===== src/rtl/cpu_defs.sv =====
// Shared definitions for the multi-cycle MIPS-subset control path.
// Holds opcode/funct constants, ALU op codes, the sequencer state encoding,
// the per-cycle control bundle, and the DECODE dispatch helper.
package cpu_defs;

  // Opcode field values (instruction bits 31:26)
  localparam logic [5:0] OP_FUNCT = 6'h00;
  localparam logic [5:0] OP_J     = 6'h02;
  localparam logic [5:0] OP_JAL   = 6'h03;
  localparam logic [5:0] OP_BNE   = 6'h05;
  localparam logic [5:0] OP_ADDI  = 6'h08;
  localparam logic [5:0] OP_XORI  = 6'h0e;
  localparam logic [5:0] OP_LW    = 6'h23;
  localparam logic [5:0] OP_SW    = 6'h2b;

  // Funct field values (instruction bits 5:0) for opcode 0
  localparam logic [5:0] FN_JR  = 6'h08;
  localparam logic [5:0] FN_ADD = 6'h20;
  localparam logic [5:0] FN_SUB = 6'h22;
  localparam logic [5:0] FN_SLT = 6'h2a;

  typedef enum logic [2:0] {
    ALU_ADD = 3'd0,
    ALU_SUB = 3'd1,
    ALU_XOR = 3'd2,
    ALU_SLT = 3'd3,
    ALU_CNE = 3'd4
  } alu_op_t;

  typedef enum logic [3:0] {
    ST_FETCH    = 4'd0,
    ST_DECODE   = 4'd1,
    ST_MEM_ADDR = 4'd2,
    ST_MEM_RD   = 4'd3,
    ST_MEM_WB   = 4'd4,
    ST_MEM_WR   = 4'd5,
    ST_R_EXEC   = 4'd6,
    ST_R_WB     = 4'd7,
    ST_BRANCH   = 4'd8,
    ST_JUMP     = 4'd9,
    ST_JAL      = 4'd10,
    ST_JR       = 4'd11,
    ST_I_EXEC   = 4'd12,
    ST_I_WB     = 4'd13,
    ST_ILL_E    = 4'd14,
    ST_ILL_F    = 4'd15
  } state_t;

  // Everything the sequencer drives into the datapath in one cycle.
  typedef struct packed {
    logic       pc_write;
    logic       branch;
    logic [1:0] pc_source;
    logic       i_or_d;
    logic       ir_write;
    logic       mem_read;
    logic       mem_write;
    logic       reg_write;
    logic       reg_dst;
    logic       mem_to_reg;
    logic       jump_and_link;
    logic       alu_src_a;
    logic [1:0] alu_src_b;
    alu_op_t    alu_op;
    logic       instr_done;
  } ctrl_t;

  // Opcode dispatch out of DECODE. Unsupported opcodes map back to FETCH;
  // the caller flags instr_done for that case.
  function automatic state_t decode_next(input logic [5:0] op);
    state_t nxt;
    case (op)
      OP_LW, OP_SW:     nxt = ST_MEM_ADDR;
      OP_FUNCT:         nxt = ST_R_EXEC;
      OP_BNE:           nxt = ST_BRANCH;
      OP_J:             nxt = ST_JUMP;
      OP_JAL:           nxt = ST_JAL;
      OP_ADDI, OP_XORI: nxt = ST_I_EXEC;
      default:          nxt = ST_FETCH;
    endcase
    return nxt;
  endfunction

endpackage


===== src/rtl/multicycle_control_if.sv =====
// Bus between the multi-cycle sequencer and the datapath.
// Inputs to control: op_code, func (from IR), mem_ready (memory handshake).
// Outputs from control: PC/IR/memory/regfile/ALU enables and selects, instr_done, state.
interface multicycle_control_if;
  logic [5:0] op_code;
  logic [5:0] func;
  logic       mem_ready;

  logic       pc_write;
  logic       branch;
  logic [1:0] pc_source;
  logic       i_or_d;
  logic       ir_write;
  logic       mem_read;
  logic       mem_write;
  logic       reg_write;
  logic       reg_dst;
  logic       mem_to_reg;
  logic       jump_and_link;
  logic       ALU_src_a;
  logic [1:0] ALU_src_b;
  logic [2:0] ALU_op;
  logic       instr_done;
  logic [3:0] state;

  // Controller side
  modport master (
    input  op_code, func, mem_ready,
    output pc_write, branch, pc_source, i_or_d, ir_write, mem_read, mem_write,
           reg_write, reg_dst, mem_to_reg, jump_and_link, ALU_src_a, ALU_src_b,
           ALU_op, instr_done, state
  );

  // Datapath side
  modport slave (
    output op_code, func, mem_ready,
    input  pc_write, branch, pc_source, i_or_d, ir_write, mem_read, mem_write,
           reg_write, reg_dst, mem_to_reg, jump_and_link, ALU_src_a, ALU_src_b,
           ALU_op, instr_done, state
  );
endinterface


===== src/rtl/alu_func_decode.sv =====
// R-type funct decoder: maps func to an ALU op, flags JR, flags supported funct.
// Purely combinational, zero latency; no handshake.
// Ports: func in (6), alu_op out (ADD for JR/unknown), is_jr out, known out.
module alu_func_decode
  import cpu_defs::*;
(
  input  logic [5:0] func,
  output alu_op_t    alu_op,
  output logic       is_jr,
  output logic       known
);

  always_comb begin
    alu_op = ALU_ADD;
    is_jr  = 1'b0;
    known  = 1'b1;
    case (func)
      FN_ADD:  alu_op = ALU_ADD;
      FN_SUB:  alu_op = ALU_SUB;
      FN_SLT:  alu_op = ALU_SLT;
      FN_JR:   is_jr  = 1'b1;
      default: known  = 1'b0;
    endcase
  end

endmodule


===== src/rtl/multicycle_control.sv =====
// Multi-cycle sequencer for the MIPS-subset CPU: FETCH/DECODE/EXEC/MEM/WB control.
// Latency: 3-5 cycles per instruction (FETCH through instr_done), plus stall cycles.
// Backpressure: holds FETCH/MEM_RD/MEM_WR with strobes asserted until mem_ready.
// Ports: clk, reset (sync, active-high); bus = multicycle_control_if.master.
module multicycle_control
  import cpu_defs::*;
(
  input  logic                  clk,
  input  logic                  reset,
  multicycle_control_if.master  bus
);

  state_t  state_q, state_d;
  // op_code is only looked at in DECODE, so the two later decisions that
  // depend on it (LW vs SW, ADDI vs XORI) are captured there.
  logic    is_store_q, is_store_d;
  logic    is_xor_q, is_xor_d;
  ctrl_t   ctl, ctl_out;

  alu_op_t fn_alu_op;
  logic    fn_is_jr;
  logic    fn_known;

  alu_func_decode u_func_decode (
    .func   (bus.func),
    .alu_op (fn_alu_op),
    .is_jr  (fn_is_jr),
    .known  (fn_known)
  );

  always_ff @(posedge clk) begin
    if (reset) begin
      state_q    <= ST_FETCH;
      is_store_q <= 1'b0;
      is_xor_q   <= 1'b0;
    end else begin
      state_q    <= state_d;
      is_store_q <= is_store_d;
      is_xor_q   <= is_xor_d;
    end
  end

  always_comb begin
    ctl        = '0;
    state_d    = state_q;
    is_store_d = is_store_q;
    is_xor_d   = is_xor_q;

    case (state_q)
      ST_FETCH: begin
        ctl.mem_read  = 1'b1;
        ctl.alu_src_b = 2'd1;
        if (bus.mem_ready) begin
          ctl.ir_write = 1'b1;
          ctl.pc_write = 1'b1;
          state_d      = ST_DECODE;
        end
      end

      ST_DECODE: begin
        // ALU forms PC + (imm << 2) speculatively for BNE.
        ctl.alu_src_b = 2'd3;
        is_store_d    = (bus.op_code == OP_SW);
        is_xor_d      = (bus.op_code == OP_XORI);
        state_d       = decode_next(bus.op_code);
        if (decode_next(bus.op_code) == ST_FETCH) begin
          ctl.instr_done = 1'b1;
        end
      end

      ST_MEM_ADDR: begin
        ctl.alu_src_a = 1'b1;
        ctl.alu_src_b = 2'd2;
        state_d       = is_store_q ? ST_MEM_WR : ST_MEM_RD;
      end

      ST_MEM_RD: begin
        ctl.mem_read = 1'b1;
        ctl.i_or_d   = 1'b1;
        if (bus.mem_ready) state_d = ST_MEM_WB;
      end

      ST_MEM_WB: begin
        ctl.reg_write  = 1'b1;
        ctl.mem_to_reg = 1'b1;
        ctl.instr_done = 1'b1;
        state_d        = ST_FETCH;
      end

      ST_MEM_WR: begin
        ctl.mem_write = 1'b1;
        ctl.i_or_d    = 1'b1;
        if (bus.mem_ready) begin
          ctl.instr_done = 1'b1;
          state_d        = ST_FETCH;
        end
      end

      ST_R_EXEC: begin
        ctl.alu_src_a = 1'b1;
        ctl.alu_op    = fn_alu_op;
        if (fn_is_jr) begin
          state_d = ST_JR;
        end else if (!fn_known) begin
          ctl.instr_done = 1'b1;
          state_d        = ST_FETCH;
        end else begin
          state_d = ST_R_WB;
        end
      end

      ST_R_WB: begin
        ctl.reg_write  = 1'b1;
        ctl.reg_dst    = 1'b1;
        ctl.instr_done = 1'b1;
        state_d        = ST_FETCH;
      end

      ST_BRANCH: begin
        ctl.alu_src_a  = 1'b1;
        ctl.alu_op     = ALU_CNE;
        ctl.branch     = 1'b1;
        ctl.pc_source  = 2'd1;
        ctl.instr_done = 1'b1;
        state_d        = ST_FETCH;
      end

      ST_JUMP: begin
        ctl.pc_write   = 1'b1;
        ctl.pc_source  = 2'd2;
        ctl.instr_done = 1'b1;
        state_d        = ST_FETCH;
      end

      ST_JAL: begin
        ctl.pc_write      = 1'b1;
        ctl.pc_source     = 2'd2;
        ctl.reg_write     = 1'b1;
        ctl.jump_and_link = 1'b1;
        ctl.instr_done    = 1'b1;
        state_d           = ST_FETCH;
      end

      ST_JR: begin
        ctl.pc_write   = 1'b1;
        ctl.pc_source  = 2'd3;
        ctl.instr_done = 1'b1;
        state_d        = ST_FETCH;
      end

      ST_I_EXEC: begin
        ctl.alu_src_a = 1'b1;
        ctl.alu_src_b = 2'd2;
        ctl.alu_op    = is_xor_q ? ALU_XOR : ALU_ADD;
        state_d       = ST_I_WB;
      end

      ST_I_WB: begin
        ctl.reg_write  = 1'b1;
        ctl.instr_done = 1'b1;
        state_d        = ST_FETCH;
      end

      // 14 and 15 are unreachable encodings; recover silently.
      default: begin
        state_d = ST_FETCH;
      end
    endcase
  end

  // Reset masks every output, so an abandoned instruction cannot emit strobes.
  always_comb begin
    ctl_out = reset ? '0 : ctl;
  end

  assign bus.pc_write      = ctl_out.pc_write;
  assign bus.branch        = ctl_out.branch;
  assign bus.pc_source     = ctl_out.pc_source;
  assign bus.i_or_d        = ctl_out.i_or_d;
  assign bus.ir_write      = ctl_out.ir_write;
  assign bus.mem_read      = ctl_out.mem_read;
  assign bus.mem_write     = ctl_out.mem_write;
  assign bus.reg_write     = ctl_out.reg_write;
  assign bus.reg_dst       = ctl_out.reg_dst;
  assign bus.mem_to_reg    = ctl_out.mem_to_reg;
  assign bus.jump_and_link = ctl_out.jump_and_link;
  assign bus.ALU_src_a     = ctl_out.alu_src_a;
  assign bus.ALU_src_b     = ctl_out.alu_src_b;
  assign bus.ALU_op        = ctl_out.alu_op;
  assign bus.instr_done    = ctl_out.instr_done;
  assign bus.state         = reset ? 4'd0 : state_q;

endmodule

===== src/flat_wrapper.sv =====
// flat-port wrapper written by rule: the top's interface ports become plain ports
module multicycle_control_flat import cpu_defs::*;
  (clk, reset, bus_op_code, bus_func, bus_mem_ready, bus_pc_write, bus_branch, bus_pc_source, bus_i_or_d, bus_ir_write, bus_mem_read, bus_mem_write, bus_reg_write, bus_reg_dst, bus_mem_to_reg, bus_jump_and_link, bus_ALU_src_a, bus_ALU_src_b, bus_ALU_op, bus_instr_done, bus_state);
  multicycle_control_if bus_i ();
  input  logic clk;
  input  logic reset;
  input wire logic [$bits(bus_i.op_code)-1:0] bus_op_code;
  input wire logic [$bits(bus_i.func)-1:0] bus_func;
  input wire logic [$bits(bus_i.mem_ready)-1:0] bus_mem_ready;
  output wire logic [$bits(bus_i.pc_write)-1:0] bus_pc_write;
  output wire logic [$bits(bus_i.branch)-1:0] bus_branch;
  output wire logic [$bits(bus_i.pc_source)-1:0] bus_pc_source;
  output wire logic [$bits(bus_i.i_or_d)-1:0] bus_i_or_d;
  output wire logic [$bits(bus_i.ir_write)-1:0] bus_ir_write;
  output wire logic [$bits(bus_i.mem_read)-1:0] bus_mem_read;
  output wire logic [$bits(bus_i.mem_write)-1:0] bus_mem_write;
  output wire logic [$bits(bus_i.reg_write)-1:0] bus_reg_write;
  output wire logic [$bits(bus_i.reg_dst)-1:0] bus_reg_dst;
  output wire logic [$bits(bus_i.mem_to_reg)-1:0] bus_mem_to_reg;
  output wire logic [$bits(bus_i.jump_and_link)-1:0] bus_jump_and_link;
  output wire logic [$bits(bus_i.ALU_src_a)-1:0] bus_ALU_src_a;
  output wire logic [$bits(bus_i.ALU_src_b)-1:0] bus_ALU_src_b;
  output wire logic [$bits(bus_i.ALU_op)-1:0] bus_ALU_op;
  output wire logic [$bits(bus_i.instr_done)-1:0] bus_instr_done;
  output wire logic [$bits(bus_i.state)-1:0] bus_state;
  assign bus_i.op_code = bus_op_code;
  assign bus_i.func = bus_func;
  assign bus_i.mem_ready = bus_mem_ready;
  assign bus_pc_write = bus_i.pc_write;
  assign bus_branch = bus_i.branch;
  assign bus_pc_source = bus_i.pc_source;
  assign bus_i_or_d = bus_i.i_or_d;
  assign bus_ir_write = bus_i.ir_write;
  assign bus_mem_read = bus_i.mem_read;
  assign bus_mem_write = bus_i.mem_write;
  assign bus_reg_write = bus_i.reg_write;
  assign bus_reg_dst = bus_i.reg_dst;
  assign bus_mem_to_reg = bus_i.mem_to_reg;
  assign bus_jump_and_link = bus_i.jump_and_link;
  assign bus_ALU_src_a = bus_i.ALU_src_a;
  assign bus_ALU_src_b = bus_i.ALU_src_b;
  assign bus_ALU_op = bus_i.ALU_op;
  assign bus_instr_done = bus_i.instr_done;
  assign bus_state = bus_i.state;
  multicycle_control u_core (.clk(clk), .reset(reset), .bus(bus_i));
endmodule

===== config.mk =====
export PLATFORM = sky130hd
export DESIGN_NAME = multicycle_control_flat
export DESIGN_NICKNAME = d
export VERILOG_FILES = /design/src/rtl/cpu_defs.sv /design/src/rtl/multicycle_control_if.sv /design/src/rtl/alu_func_decode.sv /design/src/rtl/multicycle_control.sv /design/src/flat_wrapper.sv
export SDC_FILE = /design/constraint.sdc
export NUM_CORES = 1
export LEC_CHECK = 0
export CAP_MARGIN = 5
export CORE_AREA = 2 2 49 51
export CTS_CLUSTER_DIAMETER = 50
export CTS_CLUSTER_SIZE = 16
export DETAILED_ROUTE_END_ITERATION = 16
export DIE_AREA = 0 0 51 53
export GPL_ROUTABILITY_DRIVEN = 0
export PLACE_DENSITY = 0.88
export SLEW_MARGIN = 20
export SYNTH_ARGS = -nofsm -noshare
export SYNTH_HDL_FRONTEND = slang
export SYNTH_SLANG_ARGS = --single-unit

===== constraint.sdc =====
create_clock -name clk -period 2.6 [get_ports clk]
set_input_delay 0.78 -clock clk [delete_from_list [all_inputs] [get_ports clk]]
set_output_delay 0.78 -clock clk [all_outputs]
set_load 0.005 [all_outputs]

Yosys cells after proc, flatten, opt, wreduce, memory -nomap -nowiden

Cells that the tools add are included.

Register bits: 6
Input bits: 15
Output and inout port bits: 23
Word-level logic and storage cells: 79

Equality and inequality tests: 27
Multiplexer cells: 34
Reduce and logical (&&, ||, !) cells: 15

Operators with widths:

| operator                                                         | number |
|---|---|
| 6-bit == test (second input constant)                            | 5 |
| 4-bit one-hot mux with 7 select lines                            | 1 |
| 4-bit == test (second input constant)                            | 6 |
| 4-bit 2-to-1 mux                                                 | 6 |
| 4-bit one-hot mux with 6 select lines                            | 1 |
| 19-bit 2-to-1 mux                                                | 1 |
| 6-bit by 4-bit == test with 1-bit output (second input constant) | 3 |
| 4-bit by 3-bit == test with 1-bit output (second input constant) | 4 |
| 1-bit 2-to-1 mux                                                 | 16 |
| 6-bit by 2-bit == test with 1-bit output (second input constant) | 2 |
| 2-bit one-hot mux with 3 select lines                            | 2 |
| 2-bit OR reduction                                               | 6 |
| 4-bit OR reduction                                               | 3 |
| 3-bit one-hot mux with 3 select lines                            | 1 |
| 4-bit by 2-bit == test with 1-bit output (second input constant) | 2 |
| 4-bit logical NOT                                                | 2 |
| 7-bit OR reduction                                               | 1 |
| 6-bit by 3-bit == test with 1-bit output (second input constant) | 1 |
| 6-bit logical NOT                                                | 1 |
| 3-bit 2-to-1 mux                                                 | 2 |
| 2-bit inequality test (second input constant)                    | 3 |
| 4-bit by 1-bit == test with 1-bit output (second input constant) | 1 |
| 1-bit one-hot mux with 4 select lines                            | 1 |
| 2-bit one-hot mux with 2 select lines                            | 1 |
| other kinds (4)                                                  | 4 |

Logic depth before layout (Yosys ltp)

Depth in word-level cells: 8
Mapped depth: 7
Mapped depth without buffers: 5

Cells and area by module

Synthesis repeated with hierarchy kept, for this count alone.

Cells, all modules: 138
Area, all modules: 894.6 µm²

Modules (own cells, without submodules):

| module             | instances | cells an instance | area each (µm²) | seq. area each (µm²) |
|---|---|---|---|---|
| multicycle_control | 1         | 127               | 829.5           | 120.1 |
| alu_func_decode    | 1         | 11                | 65.1            | 0.0 |

Worst setup path after synthesis

OpenSTA, ideal clock, no wires.

Path type: input-to-output
Start point: in reset
End point: out bus_pc_write
Arrival time: 1.642 ns
Required time: 1.820 ns
Setup slack: 0.178 ns
Stages: 5
Path buffers: 1
Cell sequence: clkbuf_1 -> nor2b_1 -> nand2b_1 -> nor2_1 -> or2_2

Cells in the longest elaborated chain, start to end: 1

Ends and longest elaborated chain:

| item               | line                      | RTL |
|---|---|---|
| start: declaration | flat_wrapper.sv:6         | `input logic reset;` |
| 19-bit 2-to-1 mux  | multicycle_control.sv:173 | `ctl_out = reset ? '0 : ctl;` |
| end: declaration   | flat_wrapper.sv:10        | `output wire logic [$bits(bus_i.pc_write)-1:0] bus_pc_write;` |

No other way between the ends.

Worst setup path after layout

Start point: in reset
End point: out bus_state[2]

Cells in the longest elaborated chain, start to end: 1

Ends and longest elaborated chain:

| item             | line                      | RTL |
|---|---|---|
| 4-bit 2-to-1 mux | multicycle_control.sv:191 | `assign bus.state = reset ? 4'd0 : state_q;` |
| end: declaration | flat_wrapper.sv:25        | `output wire logic [$bits(bus_i.state)-1:0] bus_state;` |

No other way between the ends.

==> run_results.csv <==
group,metric,value,unit
run_status,status,"complete, no violations",
global_routing,grt_pass1_vias,1261,
clocking,cts.sinks,6,
logic_synthesis,syn_area,887,sq um
cells_and_area,antennaDiodeCount,0,
die,die_area,2700,sq um
timing,rsz0062_at_grt,"true",
min_path,min_to,"u_core.is_xor_q$_SDFFE_PP0P_",
die,core,2150,sq um
global_routing,grt_use_total,0.275,
global_routing,overflow,0,
logic_synthesis,synth-seq-cells,6,
logic_synthesis,avgSynthCellArea,6.25,sq um
cells_and_area,final_cell_mix,"buf_4, nor2_1, nand2_1, dlygate4sd2_1",
die,core.rowCount,17,
power_and_ir_drop,p_per_area,194,nW/um^2
power_and_ir_drop,p_sw,115,uW
timing,setup_slack,0.0141,ns
clocking,cts_buffers,3,
cells_and_area,final_nets,227,
global_routing,grt_pass1_wl,5620,um
timing,layout_worst_path_cycle_share,0.995,
critical_path,critical_path_class,"in2out",
critical_path,start_kind,"input pin",
cells_and_area,nFillCells,132,
cells_and_area,area_growth,92.7,%
timing,slew_violations,0,
cells_and_area,layout_commonest_cell,"buf_4",
global_routing,grt_max_degree,18,
clocking,insertion_delay,0.25,ns
critical_path,end_kind,"output pin",
die,ios,38,
power_and_ir_drop,power_frac_clock,0.265,
detailed_routing,wl_met2,2110,um
clocking,clk_pin_slew,0.04,ns
die,start_util,0.413,
cells_and_area,final_layout_size_suffix_gt1_frac,0.443,
logic_synthesis,seq_area_frac_synth,0.135,
placed_design,io_buffers,37,
min_path,hold_class,"reg2reg",
logic_synthesis,yosys_warnings,0,
detailed_routing,wl,4160,um
timing,finClkSkew,0.0142,ns
detailed_routing,met1Wirelength,1610,um
cells_and_area,final_util,0.796,
power_and_ir_drop,power_frac_comb,0.449,
clocking,tritoncts,"yes",
detailed_routing,num_vias,1413,
placed_design,dpl_cell_area,1470,sq um
detailed_routing,top_layer_used,"met4",
logic_synthesis,synth_area_leaders,"dfxtp_1, nor2_1, nor3_1",
power_and_ir_drop,ir_drop,0.308,mV
power_and_ir_drop,p_int,217,uW
critical_path,required,1.82,ns
detailed_routing,ant_nets,0,
detailed_routing,met3_length,349,um
critical_path,critical_path_arrival,1.81,ns
min_path,whs_path_depth,2,
logic_synthesis,synth_cells,142,
timing,hold_violations,0,
power_and_ir_drop,p_leak,0.000850,uW
detailed_routing,drtIter0Drc,67,
timing,fmax,0.387,GHz
detailed_routing,routedWlPerCell,17.5,um
placed_design,dp_hpwl,2430,um
run,drv_cap,0,
critical_path,r2r_cells,6,
cells_and_area,multi_input_area,841,sq um
clocking,htreeDepth,1,
logic_synthesis,synth_nets,157,
global_routing,antenna_found_initial,0,
logic_synthesis,ys_types,40,
critical_path,rr_endpoint,"u_core.state_q[1]$_SDFFE_PP0P_",
detailed_routing,first_pass_iters,4,
critical_path,ff2ff_setup_slack,0.76,ns
cells_and_area,final_cell_area,1710,sq um
cells_and_area,regArea,130,sq um
power_and_ir_drop,sequentialPowerShare,0.286,
detailed_routing,drc_errors,0,
logic_synthesis,synth.top_cell.area_share,0.135,
placed_design,pre_cts_slack,-0.772,ns
timing,tightest_slew,0.461,ns
critical_path,timing.rr.start,"u_core.state_q[0]$_SDFFE_PP0P_",
die,die_w,51,um
clocking,hold_buffers,0,
critical_path,cp_max_fo,5,
die,die_h,53,um
clocking,ctsLongestPathBuffers,2,
timing,hold_ws,0.508,ns
logic_synthesis,synth_top_area_cell,"dfxtp_1",
clocking,root_buffer,"clkbuf_4",
power_and_ir_drop,swShare,0.346,
timing,relSlewSlack,0.690,
min_path,hold_start,"u_core.is_xor_q$_SDFFE_PP0P_",
timing,post-route-min-period,2.59,ns
detailed_routing,vias_per_cell,5.94,
timing,finalSetupViolCount,0,
-- power by group through the flow --
stage	registers (uW)	logic, uW	clock network [uW]
after floorplan	96.0	60.6	0
after global placement	97.2	121	0
after detailed placement	97.2	125	0
after CTS	94.8	130	86.7
after global routing	94.8	159	95.6
final	95.0	149	88.0
-- registers in the layout (all words and copies together) (netlist names) --
register	cells
u_core.is_store_q	1
u_core.is_xor_q	1
u_core.state_q	4
-- critical path: stages --
cell	delay, ns
buf_2	0.15
buf_4	0.16
nor2b_4	0.12
buf_4	0.11
clkdlybuf4s50_1	0.49
-- metal layers --
metal / track usage / up-vias
met5: 0 / -
li1: - / 656
met2: 0.511 / 90
met4: 0.0676 / 0
met3: 0.0678 / 10
met1: 0.313 / 657
-- layout make-up --
class / instances / share of cell area
clock buffer: 3 / 0.0132
inverter: 3 / 0.00659
multi-input combinational: 118 / 0.492
sequential: 6 / 0.0761
tap: 28 / 0.0205
timing repair buffer: 80 / 0.392
-- worst max path at each step --
stage | to | from | slack (ns)
final | bus_state[2] | reset | 0.01
after global routing | bus_jump_and_link | reset | -0.04
after CTS | bus_instr_done | bus_func[3] | -0.14
after detailed placement | bus_instr_done | bus_op_code[0] | -0.77
after global placement | bus_instr_done | bus_op_code[3] | -0.71
after floorplan | bus_pc_write | reset | 0.18
-- logic make-up after synthesis --
logic type / share of synthesized area
buffers and inverters: 0.0959
flip-flops: 0.135
AO/OA/AOI/OAI: 0.207
AND/OR/NAND/NOR: 0.499
XOR/XNOR: 0.0494
multiplexers: 0.0127
-- metrics by stage --
| step | TNS [ns] | cells | power [uW] |
|---|---|---|---|
| 2_1_floorplan | 0 | 142 | 157 |
| 3_3_place_gp | -10.34 | 226 | 218 |
| 3_5_place_dp | -10.86 | 226 | 222 |
| 4_1_cts | -0.200 | 236 | 312 |
| 5_1_grt | -0.124 | 238 | 350 |
| 6_report | 0 | 238 | 332 |
-- Yosys cell counts --
| master | n |
|---|---|
| o32ai_1 | 1 |
| o41a_1 | 1 |
| nor2_1 | 19 |
| dfxtp_1 | 6 |
| a311oi_1 | 2 |
| inv_1 | 3 |
| or3b_1 | 1 |
| nor3_1 | 14 |
| a311o_1 | 1 |
| or2b_1 | 1 |
| nor2b_1 | 6 |
| o22ai_1 | 1 |
| buf_4 | 2 |
| or3_1 | 1 |
| clkbuf_1 | 4 |
| nand2_1 | 13 |
| nand3b_1 | 1 |
| a22oi_1 | 1 |
| xnor2_1 | 5 |
| buf_2 | 7 |
| nand2b_1 | 5 |
| nand4_1 | 3 |
| nor4bb_1 | 1 |
| nor3b_1 | 1 |
| o311ai_0 | 1 |
| a211oi_1 | 1 |
| buf_1 | 1 |
| and3_1 | 2 |
| nand3_1 | 3 |
| nor4_1 | 9 |
| mux2_2 | 1 |
| a31oi_1 | 4 |
| a2bb2oi_1 | 1 |
| o21ai_0 | 4 |
| clkbuf_2 | 1 |
| or2_2 | 1 |
| o21bai_1 | 1 |
| nor3b_2 | 1 |
| and2b_1 | 2 |
| a21oi_1 | 9 |
-- what timing repair did --
item,in CTS,in global routing
buffers inserted,7,3
pin swaps,6,11
gates resized for setup,64,51
endpoints found under the setup margin,23,11
No activity file was read; power rests on OpenSTA's default activity.
